<file path="config.mk">
export PLATFORM = sky130hd
export DESIGN_NAME = fetch_unit
export DESIGN_NICKNAME = d
export VERILOG_FILES = /design/src/rtl/fetch_unit.sv
export SDC_FILE = /design/constraint.sdc
export NUM_CORES = 1
export LEC_CHECK = 0
export CAP_MARGIN = 5
export CORE_ASPECT_RATIO = 0.7
export CORE_UTILIZATION = 35
export CTS_CLUSTER_SIZE = 20
export DETAILED_ROUTE_END_ITERATION = 7
export GPL_TIMING_DRIVEN = 0
export SYNTH_ARGS = -nofsm -noshare
export SYNTH_HDL_FRONTEND = slang
export SYNTH_SLANG_ARGS = --single-unit
</file>
<file path="constraint.sdc">
create_clock -name clk -period 4.7 [get_ports clk]
set_input_delay 0.47 -clock clk [delete_from_list [all_inputs] [get_ports clk]]
set_output_delay 0.47 -clock clk [all_outputs]
set_load 0.005 [all_outputs]
</file>
<file path="src/rtl/fetch_unit.sv">
// rtl/fetch_unit.sv - instruction fetch stage with one-bubble redirect and halt
//
// Ports:
//   clk          in   sole clock, rising edge
//   reset        in   asynchronous active-high reset
//   start        in   pulse: begin fetching at address 0 (IDLE or HALT only)
//   stall        in   downstream hold; freezes address, pc, valid and state
//   br_taken     in   redirect request for the presented instruction
//   br_imm[3:0]  in   jump immediate from decode
//   imem_addr    out  registered ROM address (PC_W bits)
//   imem_data    in   ROM data, one cycle after imem_addr
//   instr        out  imem_data passed through to the decoder
//   instr_valid  out  instr is a live instruction
//   pc_out       out  address of the presented instruction (PC_W bits)
//   done         out  high while halted
//   lut_we, lut_idx, lut_data  in  jump table write port (FETCH_BRANCH_LUT_EN only)
//
// FETCH_BRANCH_LUT_EN: when defined the jump target is lut[br_imm] from a
// 16-entry writable table; otherwise it is pc_out + sign-extended br_imm.

module fetch_unit #(
  parameter int         PC_W    = 10,
  parameter logic [8:0] HALT_OP = 9'h1FF
) (
  input  logic            clk,
  input  logic            reset,
  input  logic            start,
  input  logic            stall,
  input  logic            br_taken,
  input  logic [3:0]      br_imm,
  output logic [PC_W-1:0] imem_addr,
  input  logic [8:0]      imem_data,
  output logic [8:0]      instr,
  output logic            instr_valid,
  output logic [PC_W-1:0] pc_out,
  output logic            done
`ifdef FETCH_BRANCH_LUT_EN
  ,
  input  logic            lut_we,
  input  logic [3:0]      lut_idx,
  input  logic [PC_W-1:0] lut_data
`endif
);

  localparam logic [1:0] S_IDLE  = 2'd0;
  localparam logic [1:0] S_PRIME = 2'd1;
  localparam logic [1:0] S_RUN   = 2'd2;
  localparam logic [1:0] S_HALT  = 2'd3;

  logic [1:0]      state_q, state_d;
  logic [PC_W-1:0] addr_q, addr_d;
  logic [PC_W-1:0] pc_q, pc_d;
  logic            valid_q, valid_d;
  logic [PC_W-1:0] target;
  logic            accept_halt;
  logic            accept_br;

  assign imem_addr   = addr_q;
  assign instr       = imem_data;
  assign instr_valid = valid_q;
  assign pc_out      = pc_q;
  assign done        = (state_q == S_HALT);

  // Halt outranks a redirect on the same presented instruction.
  assign accept_halt = (state_q == S_RUN) && valid_q && !stall && (imem_data == HALT_OP);
  assign accept_br   = (state_q == S_RUN) && valid_q && !stall && br_taken && !accept_halt;

`ifdef FETCH_BRANCH_LUT_EN
  logic [PC_W-1:0] lut_q [16];

  // Read is combinational from the registered table, so a write landing on
  // the same edge as a redirect is only seen by later redirects.
  assign target = lut_q[br_imm];

  always_ff @(posedge clk or posedge reset) begin
    if (reset) begin
      for (int i = 0; i < 16; i++) lut_q[i] <= '0;
    end else if (lut_we) begin
      lut_q[lut_idx] <= lut_data;
    end
  end
`else
  logic [PC_W-1:0] imm_ext;

  assign imm_ext = PC_W'($signed(br_imm));
  assign target  = pc_q + imm_ext;
`endif

  always_comb begin
    state_d = state_q;
    addr_d  = addr_q;
    pc_d    = pc_q;
    valid_d = valid_q;
    case (state_q)
      S_IDLE, S_HALT: begin
        if (start) begin
          state_d = S_PRIME;
          addr_d  = '0;
          valid_d = 1'b0;
        end
      end
      S_PRIME: begin
        // Address 0 is now in flight; its data arrives with the first RUN cycle.
        state_d = S_RUN;
        pc_d    = addr_q;
        addr_d  = addr_q + PC_W'(1);
        valid_d = 1'b1;
      end
      S_RUN: begin
        if (accept_halt) begin
          state_d = S_HALT;
          valid_d = 1'b0;
        end else if (accept_br) begin
          // The word fetched for the old stream arrives next cycle and is squashed.
          addr_d  = target;
          valid_d = 1'b0;
        end else if (!stall) begin
          pc_d    = addr_q;
          addr_d  = addr_q + PC_W'(1);
          valid_d = 1'b1;
        end
      end
      default: begin
        state_d = S_IDLE;
      end
    endcase
  end

  always_ff @(posedge clk or posedge reset) begin
    if (reset) begin
      state_q <= S_IDLE;
      addr_q  <= '0;
      pc_q    <= '0;
      valid_q <= 1'b0;
    end else begin
      state_q <= state_d;
      addr_q  <= addr_d;
      pc_q    <= pc_d;
      valid_q <= valid_d;
    end
  end

endmodule

</file>
Word-level counts from Yosys, hierarchy flattened
Cells that the tools add are included.

$add $sub $neg: 2. Multipliers: 0. Div/mod/pow operators: 0. Magnitude comparators: 0. Equality and inequality tests: 11. Shift-type cells: 0. Mux-type cells: 17. Bitwise gates (word level): 0. Reduce and logical (&&, ||, !) cells: 14.

Operators with widths (number): $mux W10 (7); $pmux W10 S3 (1); $pmux W10 S2 (1); $add A10 B1 Y10 const B (1); $add A10 B10 Y10 (1); $ne A2 B2 Y1 const B (5); $eq A9 B9 Y1 const B (1); $pmux W2 S3 (1); $logic_and A1 B1 Y1 (5); $eq A2 B2 Y1 const B (2); $mux W1 (4); $mux W2 (2); $ne A4 B4 Y1 const B (1); $reduce_and A2 Y1 (2); $reduce_and A4 Y1 (1); $ne A3 B3 Y1 const B (1); $pmux W1 S3 (1); $reduce_and A3 Y1 (1); $eq A2 B1 Y1 const B (1); $logic_not A1 Y1 (2); $logic_not A2 Y1 (1); $reduce_bool A2 Y1 (1); $reduce_or A2 Y1 (1).

Bits in registers: 23. Latch bits: 0. Memory bits (writable): 0. Bits in read-only memories: 0. Input port bits: 18. Output and inout port bits: 31. Word-level logic and storage cells: 48. Memories: 0.

Depth between registers and ports, before layout
Word-level depth: 9. Gate-level depth with buffers: 9. Gate-level depth less buffers: 7.

Least setup slack after synthesis
Ideal clock, no wire load.

Path type: in2reg. From: input port br_imm[3]. To: register addr_q[9], in the netlist imem_addr[9]. Setup time: 0.069 ns. Arrival: 2.013 ns. Required time: 4.631 ns. Path slack: 2.618 ns. Stages: 6. Path buffers: 0. Cell sequence: ha_1 -> a21o_1 -> a221oi_1 -> a21oi_1 -> or4_1 -> nand3_1.

Word-level cells in the longest chain between the ends: 4.

Ends and longest elaborated chain: start, declared (line 30) `input logic [3:0] br_imm,`; $add A10 B10 Y10 (line 86) `assign target = pc_q + imm_ext;`; $mux W10 (line 113) `end else if (accept_br) begin`; $mux W10 (line 110) `if (accept_halt) begin`; $pmux W10 S3 (line 94) `case (state_q)`; end signal, assigned (line 137) `addr_q <= addr_d;`; end, declared (line 51) `logic [PC_W-1:0] addr_q, addr_d;`.

No other way between the ends. The select of a mux whose other input is x is not followed. A chain may end at the register's enable or synchronous reset.

Worst setup path after layout
Same ends and word-level chain as after synthesis.

==> flow_summary.yaml <==
timing:
  max-slew-margin-rel: 0.378
  rsz0062_at_grt: "false"
  finClkSkew_ns: 0.00704
  hold_viol_final: 0
  setup_tns_ns: 0
  slew_viol_final: 0
  period_share: 0.575
  period_needed_ns: 2.70
  clock.fmax_mhz: 370
  worst_pin_slew_ns: 0.932
  finalSetupViolations: 0
  setup_ws_ns: 2.00
logic_synthesis:
  synth_enable_flop_cells: 0
  synthTopCellsByCount: "dfrtp_1 (23), ha_1 (14), nand2_1 (14)"
  synthesis.area_sq_um: 1720
  ys_warn_count: 0
  synth_flop_cell: "dfrtp_1"
  ys_seq_elements: 23
  yosys-top-cells-area: "dfrtp_1 (33%), ha_1 (10%), mux2_2 (6.5%)"
  seq_area_frac_synth: 0.334
  synthMostInstantiatedCell: "dfrtp_1"
  async_flop_share: 1.00
  yosysTopAreaCellShare: 0.334
  syn_area_per_cell_sq_um: 9.68
  synthSimpleGateAreaFrac: 0.186
  yosysTopAreaCell: "dfrtp_1"
  synthAdderAreaFrac: 0.113
  synth_xor_area_frac: 0.0508
  synthDistinctLibCells: 46
  synth-compound-area-share: 0.167
  synthMuxAreaShare: 0.0770
  syn_nets: 211
  synth_top_family_by_area: "simple AND/OR/NAND/NOR gates"
  postSynthCellCount: 178
job:
  maxCapViolCount: 0
route:
  detail_route.wl_per_cell_microns: 14.5
  antenna_left: 0
  finalWirelength_microns: 4280
  detail_route.first_pass.iterations: 4
  routed_via_density: 5.21
  drc: 0
  drt_iter0_markers: 152
  num_vias: 1541
place:
  place_congestion: 0.849
  dp_cells: 292
  hpwlAfterDp_microns: 3300
  io_buffers: 48
  place_ws_ns: 1.75
cts:
  cts_made_buffers: 3
  htree_levels: 1
  clock-root-buffer: "clkbuf_8"
  cts_resized: 0
  clock_latency_ns: 0.27
  cts_setup_buffers: 0
  clock-sinks: 23
  postCtsHoldBufs: 0
  clk_path_buf_depth: 2
  cts_tree: "done"
  clkSlewWorstSetupHoldPaths_ns: 0.09
worst_setup_path:
  slowest_stage: "clkdlybuf4s50_1"
  critPathCaptureType: "flip-flop"
  critPathKind: "input port to flip-flop"
  cp_data_arrival_time_ns: 2.91
  worstSetupStartpointType: "input port"
  required_ns: 4.91
  r2r-end: "imem_addr[9]"
  cpPeakStageDelay_ns: 0.61
  cp_cell_sequence: "clkdlybuf4s50_1, ha_1, a21o_1, a221oi_1, a21oi_1, or4_1, nand3_1"
  reg2reg_slack_ns: 2.42
  critical_path_peak_fanout: 7
  reg2reg_depth: 8
  critPathLaunch: "br_imm[3]"
  r2r-start: "state_q[0]"
global_routing:
  grt_pass1_wl_microns: 7090
  gr-usage-all-layers: 0.180
  grt_pass1_vias: 1367
  antenna_found_initial: 0
  overflow: 0
  grt_max_degree: 24
status:
  status: "completed"
floorplanning:
  dieArea_sq_um: 5210
  fp.coreArea_sq_um: 4530
  rows: 20
  initial_core_util: 0.380
  fp.dieW_microns: 85.9
  die_h_microns: 60.7
  ios: 49
worst_hold_path:
  hold_end: "pc_out[5]"
  hold_depth: 1
  hold_path_startpoint: "pc_out[5]"
  holdCritPathClass: "flip-flop to flip-flop"
pwr:
  worst_ir_drop_vdd_mv: 0.209
  p_leak_nw: 1.04
  cellPowerDensity_nw_per_um2: 366
cells_and_area:
  final_net_count: 264
  stdcell_count: 296
  drive_above_1_share: 0.130
  syn2layout_area_growth_pct: 35.4
  fillCellCount: 435
  diodes: 0
-- through the flow --
step | cell area (sq um) | total power [mW] | hold slack (ns) | util
2_1_floorplan | 1720 | 0.558 | 0.472 | -
3_5_place_dp | 2290 | 0.727 | 0.531 | 0.505
3_3_place_gp | 2290 | 0.725 | 0.523 | 0.505
6_report | 2330 | 0.854 | 0.544 | 0.515
5_1_grt | 2330 | 0.921 | 0.564 | 0.515
4_1_cts | 2330 | 0.861 | 0.551 | 0.515
-- area by class of cell --
class,count,area [sq um],share of cell area
clock inverters,1,5.00,0.00215
flip-flops and latches,23,576,0.247
well taps,66,82.6,0.0354
plain buffers,14,93.8,0.0402
repair buffers,48,480,0.206
multi-input cells,133,1020,0.439
inverters,8,30.0,0.0129
clock buffers,3,41.3,0.0177
-- cells by family after synthesis --
group | count (synthesis)
simple gates | 55
compound gates | 41
flops | 23
buf+inv | 22
fa+ha+maj | 15
mux | 12
xor+xnor | 10
-- registers in the layout (all words and copies together) (netlist names) --
signal	flops
state_q	2
instr_valid	1
pc_out	10
imem_addr	10
-- routing by layer --
layer	track usage	routed length (microns)	share of wire	vias to the layer above
met3	0.0381	230	0.054	4
met2	0.244	1630	0.38	40
met4	0.0214	25	0.0058	0
met5	0	0	0	-
li1	-	-	-	772
met1	0.294	2400	0.56	725
-- worst max path at each step --
stage                   end  slack, ns  depth (start not counted)
4_1_cts        imem_addr[9]       2.00                          7
3_3_place_gp   imem_addr[9]       1.71                          7
5_1_grt        imem_addr[9]       1.90                          7
2_1_floorplan  imem_addr[9]       2.62                          6
3_5_place_dp   imem_addr[9]       1.75                          7
6_report       imem_addr[9]       2.00                          7
-- critical path, delay by kind of cell --
family          cells  cell delay (ns)
fa+ha+maj           1             0.46
compound gates      3             0.74
simple gates        2             0.62
buf+inv             1             0.61
-- report_power, final --
part	leakage, nW	internal [mW]	switching (mW)
logic	0.700	0.213	0.237
registers	0.311	0.233	0.0445
clock network	0.0255	0.0593	0.0683
total	1.04	0.505	0.349
-- placed cells by master (no fill, tap or decap), drive strengths merged, types with 4 or more instances in the layout --
master / count
buf: 12
nor3: 5
clkbuf: 5
xnor2: 7
nand2: 14
dfrtp: 23
mux2: 10
o21ai: 5
nor4: 6
a21o: 6
ha: 14
a21oi: 8
clkdlybuf4s50: 48
nand3: 7
a31oi: 4
nor2: 4
inv: 8
(Power assumes the default switching activity.)
